--- src/rtl/bcd_down_counter.sv ---
// Purpose : loadable multi-digit BCD down-counter with one-shot or auto-reload terminal count (auto-reload when BCD_DOWN_AUTO_RELOAD_EN is defined).
// Latency : 1 cycle for load, clear and each enabled decrement; look_ahead_borrow is combinational.
// Backpr. : none; count_enable qualifies each step, and gaps simply hold the count and state.
module bcd_down_counter #(
  parameter int DIGITS = 4
) (
  input  logic                  clk,
  input  logic                  reset,
  input  logic                  sync_clr,
  input  logic                  sync_load,
  input  logic [4*DIGITS-1:0]   load_value,
  input  logic                  count_enable,
  output logic [4*DIGITS-1:0]   BCD_count,
  output logic                  running,
  output logic                  done,
  output logic                  look_ahead_borrow
);

  localparam int W = 4 * DIGITS;

  typedef enum logic [1:0] {
    ST_IDLE     = 2'd0,
    ST_COUNTING = 2'd1,
    ST_DONE     = 2'd2
  } state_t;

  state_t         state;
  logic [W-1:0]   load_clamped;
  logic [W-1:0]   count_dec;
  logic           count_is_one;
  logic           load_is_zero;

`ifdef BCD_DOWN_AUTO_RELOAD_EN
  // Preset kept so the terminal count can restart the period.
  logic [W-1:0]   preset_q;
`endif

  // Any preset digit above 9 is forced to 9 so the count stays valid BCD.
  function automatic logic [W-1:0] clamp_bcd(input logic [W-1:0] v);
    logic [W-1:0] r;
    r = '0;
    for (int i = 0; i < DIGITS; i++) begin
      if (v[4*i +: 4] > 4'd9) r[4*i +: 4] = 4'd9;
      else                    r[4*i +: 4] = v[4*i +: 4];
    end
    return r;
  endfunction

  // Digit-wise borrow chain: a digit steps only when every lower digit is 0.
  function automatic logic [W-1:0] dec_bcd(input logic [W-1:0] v);
    logic [W-1:0] r;
    logic         borrow;
    r      = v;
    borrow = 1'b1;
    for (int i = 0; i < DIGITS; i++) begin
      if (borrow) begin
        if (v[4*i +: 4] == 4'd0) begin
          r[4*i +: 4] = 4'd9;
        end else begin
          r[4*i +: 4] = v[4*i +: 4] - 4'd1;
          borrow      = 1'b0;
        end
      end
    end
    return r;
  endfunction

  // Next-value helpers shared by the state register.
  always_comb begin
    load_clamped = clamp_bcd(load_value);
    count_dec    = dec_bcd(BCD_count);
    count_is_one = (BCD_count == W'(1));
    load_is_zero = (load_clamped == '0);
  end

  // Warn the controller one edge before terminal count is reached.
  assign look_ahead_borrow = count_enable && (state == ST_COUNTING) && count_is_one;

  // Control FSM with registered count, running and done; clear beats load beats enable.
  always_ff @(posedge clk or posedge reset) begin
    if (reset) begin
      state     <= ST_IDLE;
      BCD_count <= '0;
      running   <= 1'b0;
      done      <= 1'b0;
`ifdef BCD_DOWN_AUTO_RELOAD_EN
      preset_q  <= '0;
`endif
    end else begin
      done <= 1'b0;
      if (sync_clr) begin
        state     <= ST_IDLE;
        BCD_count <= '0;
        running   <= 1'b0;
`ifdef BCD_DOWN_AUTO_RELOAD_EN
        preset_q  <= '0;
`endif
      end else if (sync_load) begin
        BCD_count <= load_clamped;
`ifdef BCD_DOWN_AUTO_RELOAD_EN
        preset_q  <= load_clamped;
`endif
        if (load_is_zero) begin
          state   <= ST_IDLE;
          running <= 1'b0;
        end else begin
          state   <= ST_COUNTING;
          running <= 1'b1;
        end
      end else if ((state == ST_COUNTING) && count_enable) begin
        if (count_is_one) begin
          done <= 1'b1;
`ifdef BCD_DOWN_AUTO_RELOAD_EN
          // Restart the period from the held preset; stay in COUNTING.
          BCD_count <= preset_q;
`else
          BCD_count <= '0;
          state     <= ST_DONE;
          running   <= 1'b0;
`endif
        end else begin
          BCD_count <= count_dec;
        end
      end
    end
  end

endmodule

--- config.mk ---
export PLATFORM = sky130hd
export DESIGN_NAME = bcd_down_counter
export DESIGN_NICKNAME = d
export VERILOG_FILES = /design/src/rtl/bcd_down_counter.sv
export SDC_FILE = /design/constraint.sdc
export NUM_CORES = 1
export LEC_CHECK = 0
export ABC_AREA = 1
export BUFFER_PORTS_ARGS = -buffer_cell sky130_fd_sc_hd__buf_2
export CORE_MARGIN = 2
export CORE_UTILIZATION = 53
export DETAILED_ROUTE_END_ITERATION = 10
export GPL_TIMING_DRIVEN = 0
export PLACE_DENSITY = 0.89
export SLEW_MARGIN = 10
export SYNTH_ARGS = -nofsm -noshare
export SYNTH_HDL_FRONTEND = slang
export SYNTH_SLANG_ARGS = --single-unit
export TNS_END_PERCENT = 1
--- constraint.sdc ---
create_clock -name clk -period 1.8 [get_ports clk]
set_clock_uncertainty 0.1 [all_clocks]
set_input_delay 0.18 -clock clk [delete_from_list [all_inputs] [get_ports clk]]
set_output_delay 0.18 -clock clk [all_outputs]
set_load 0.05 [all_outputs]
* Word level (Yosys, flattened, before mapping)
Index checks and enable logic that the tools add are counted.
W data, S select, Z words.
** Storage, ports and cells
- Bits in registers :: 20
- Bits of input ports :: 21
- Output and inout bits :: 19
- Word-level logic and storage cells :: 67
** Operators by class
- Add/sub/neg operators :: 4
- $lt $le $gt $ge :: 4
- Equality and inequality tests :: 2
- Multiplexer cells :: 34
- Reductions and logical operators :: 16
** Operator list (count)
- $mux W16 :: 4
- $mux W4 :: 11
- $eq A16 B1 Y1 const B :: 1
- $gt A4 B4 Y1 const B :: 4
- $logic_not A16 Y1 :: 1
- $logic_not A4 Y1 :: 4
- $sub A4 B1 Y4 const B :: 4
- $mux W1 :: 15
- $reduce_bool A4 Y1 :: 3
- $mux W2 :: 4
- $reduce_and A2 Y1 :: 4
- $reduce_bool A3 Y1 :: 2
- $eq A2 B1 Y1 const B :: 1
- $logic_and A1 B1 Y1 :: 2

* Depth between registers and ports, before layout
- Word-level depth :: 9
- Depth in mapped cells :: 11
- Mapped depth without buffers :: 11

* Worst setup path before layout
OpenSTA, ideal clock, no wires.
- Kind :: flip-flop to output port
- Start :: register BCD_count[8]
- End :: output port look_ahead_borrow
- Arrival time :: 1.824 ns
- Required time :: 1.520 ns
- Setup slack :: -0.304 ns
- Cell stages (with the launch flop) :: 10
- Path buffers :: 1
- Cell sequence :: dfrtp_1 > inv_1 > ha_1 > inv_1 > nor2_2 > nand2_2 > nor2_4 > nand3_4 > buf_6 > inv_1
** Between the ends
- Word-level cells in the longest chain between the ends :: 2
** Ends and longest elaborated chain
- start: declaration :: RTL line 13 : output logic [4*DIGITS-1:0] BCD_count,
- start signal: assignment :: RTL line 99 : BCD_count <= load_clamped;
- start signal: assignment :: RTL line 122 : BCD_count <= count_dec;
- $eq A16 B1 Y1 :: RTL line 72 : count_is_one = (BCD_count == W'(1));
- $logic_and A1 B1 Y1 :: RTL line 77 : assign look_ahead_borrow = count_enable && (state == ST_COUNTING) && count_is_one;
- end: declaration :: RTL line 16 : output logic look_ahead_borrow
Every way passes these cells.

* Final worst setup path
Same ends and word-level chain as after synthesis.

==> impl_results.md <==
* Mapped cell area at between 1500 and 2000 sq um
* Max-slew violations at 0
* TritonRoute pass-1 iters at 6
* I/O Buffers at 39
* Pwr/cell area at between 700 and 800 nW/um^2
* Post-synth cell types at 26
* Largest net degree at the start of global routing at 20
* Core area at around 2800 sq um
* Most common cell after layout, fill and taps aside: nand2_1
* Hold wc startpoint: load_value[2]
* Maximum vdd drop at approximately 820 uV
* Share of cells above drive strength 1 at 38.2%
* H-Tree Depth at 1
* Final instance area at slightly above 2000 sq um
* Final #Nets at between 300 and 400
* Avg WL per Cell at between 10 and 15 microns
* R2R Path End: BCD_count[14]$_DFFE_PP0P_
* DIE AREA at 3340 sq um
* Worst slew pin tran at between 0.7 and 0.8 ns
* Total Routing Usage GR at between 20% and 30%
* Total power at between 1.5 and 2 mW
* Filler Cell Count at ~220
* CTS tree: yes
* Die Wd at ~58 microns
* Worst path arrival time at roughly 1.7 ns
* Worst-path fanout max at 2
* Vias/cell at ~5.7
* Setup CP Type: reg -> out
* GRT Residual Overflow at 0
* Gpl congestion at about 0.83
* 1st-iter DRT viols at roughly 110
* Die height at between 50 and 60 microns
* Worst Path Required at about 1.5 ns
* Worst setup margin at -0.203 ns
* Crit. End Element: primary output
* Total wire length at approximately 4.4 mm
* Vias in the first global route at between 1,500 and 2,000
* Max Fclk at 499 MHz
* Worst r2r src: BCD_count[8]$_DFFE_PP0P_
* Multi-input gate area at between 1000 and 1500 sq um
* Global-route wire length before repair at roughly 6.6 mm
* FF/Latch Area at between 400 and 500 sq um
* Post-DP HPWL at approximately 2.9 mm
* Cell Area, Placed at roughly 1800 sq um
* Clock Path Buffers at 2
* Syn_area_per_cell at 6.88 sq um
* IO Pins at 40
* MaxCap Viol Count at 0
* Antenna cells at 0
* Final Hold Vio Count at 0
* EDFF count, synth at 0
* Seq/Total Area, Yosys at between 30 and 40%
* Synth Net Count at 250
* Root Buffer Master: clkbuf_4
* DRC violations left at 0
* Num rows at 19
* Hold_ws at between 0.09 and 0.1 ns
* CP Launch Type: register
* Final setup fails at 1
* Pre-CTS setup slack at -0.141 ns
* Final core occ at between 70% and 80%
* Clock Pin Slew Worst Setup and Hold Paths at approximately 0.12 ns
* R2R cell count at 12
* Ratio of final minimum period to clock period at 111%
* Ys flop type: dfrtp_1
* Hold crit path type: in -> reg
* Routed vias at ~1,800
* Sink Count at 19
* RSZ-0062 raised after global routing: true
* Slew Limit Headroom at about 53%
* Min Tclk post-route at around 2 ns
* Most frequent cells in the layout: nand2_1, buf_2, inv_1, nand3_1, nor2_1
* Worst skew pair latency at roughly 0.31 ns
* Number of synthesized register bits at 19
* Post-route ant nets at 0
* Failing checks: setup timing
* Status: finished with violations
* Leakage at 1.05 nW
* Total CTS buffers at 3
* Initial core utilization at between 50% and 60%
* WHS Path Cells at 5
* Hold EP: BCD_count[2]$_DFFE_PP0P_
* P&R area growth vs syn at 32.5%
* Async SR Flop Fraction at 100%
* Initial antenna violation count at 0
* YS warnings at 0
* Post-synthesis cell count at 223
* Reg2Reg Setup Slack at about 0.03 ns
cells by family after synthesis:
logic type | Yosys count | synth area share [%]
xor+xnor | 1 | 0.571
simple gates | 127 | 41.8
compound gates | 34 | 11.4
buf+inv | 36 | 10.4
fa+ha+maj | 6 | 4.89
flops | 19 | 31.0
what timing repair did:
| item | in CTS | in global routing |
|---|---|---|
| pin swaps | 6 | 6 |
| hold endpoints to repair | 19 | 0 |
| buffers inserted | 9 | 4 |
| setup endpoints to repair | 1 | 18 |
| hold buffers | 1 | 0 |
| gates resized for setup | 13 | 17 |
layer usage:
layer	vias to the layer above	share of wire (%)	wire [microns]	GRT usage (%)
met3	14	10	459	4.91
met5	-	0	0	0
met2	103	48	2100	43.3
met4	0	1.7	76	12.3
li1	847	-	-	-
met1	812	40	1750	31.3
sequential cells by signal (all words and copies together), names as in the netlist:
register	cells
BCD_count	16
state	1
running	1
done	1
where the power goes:
part / switching, mW / internal [mW] / leakage (nW) / total, mW
registers: 0.0513 / 0.480 / 0.239 / 0.532
logic: 0.570 / 0.292 / 0.800 / 0.862
clock network: 0.140 / 0.0865 / 0.0150 / 0.227
worst max-delay path: stages (launching register included):
cell and delay (ns):
dfrtp_2 0.43, inv_2 0.08, ha_4 0.13, inv_2 0.05
nor2_4 0.09, nand2_2 0.08, nor2_4 0.13, nand3_4 0.09
buf_8 0.14, clkinvlp_4 0.06, buf_8 0.13
through the flow:
step / setup TNS, ns / cells
floorplan: -0.0520 / 223
global placement: -0.0989 / 293
detailed placement: -0.141 / 293
CTS: -0.202 / 307
global route: -0.359 / 311
finish: -0.203 / 311
cells in the mapped netlist (all sizes together), types with 2 or more instances:
master | number | area share (%)
ha | 6 | 4.9
nor4 | 2 | 0.82
a21oi | 10 | 3.5
nand3 | 27 | 12
buf | 4 | 2.5
o21ai | 23 | 7.5
nor2 | 23 | 8.1
or2 | 2 | 0.82
nand4 | 8 | 3.3
nor3 | 3 | 0.98
dfrtp | 19 | 31
nand2 | 61 | 16
inv | 32 | 7.8
how the worst max path moves through the flow:
stage	startpoint	end	cells past startpoint
2_1_floorplan	BCD_count[8]$_DFFE_PP0P_	look_ahead_borrow	9
3_3_place_gp	BCD_count[8]$_DFFE_PP0P_	look_ahead_borrow	10
3_5_place_dp	BCD_count[8]$_DFFE_PP0P_	look_ahead_borrow	10
4_1_cts	BCD_count[8]$_DFFE_PP0P_	look_ahead_borrow	10
5_1_grt	BCD_count[8]$_DFFE_PP0P_	look_ahead_borrow	10
6_report	BCD_count[8]$_DFFE_PP0P_	look_ahead_borrow	10
final cells by class:
cell class,instances,share of cell area [%]
plain buffers,4,2.09
clock buffers,4,1.29
inverters,32,6.09
multi-input cells,168,49.2
flip-flops and latches,19,23.8
well taps,31,1.91
repair buffers,53,15.6
No activity file was read; power rests on OpenSTA's default activity.
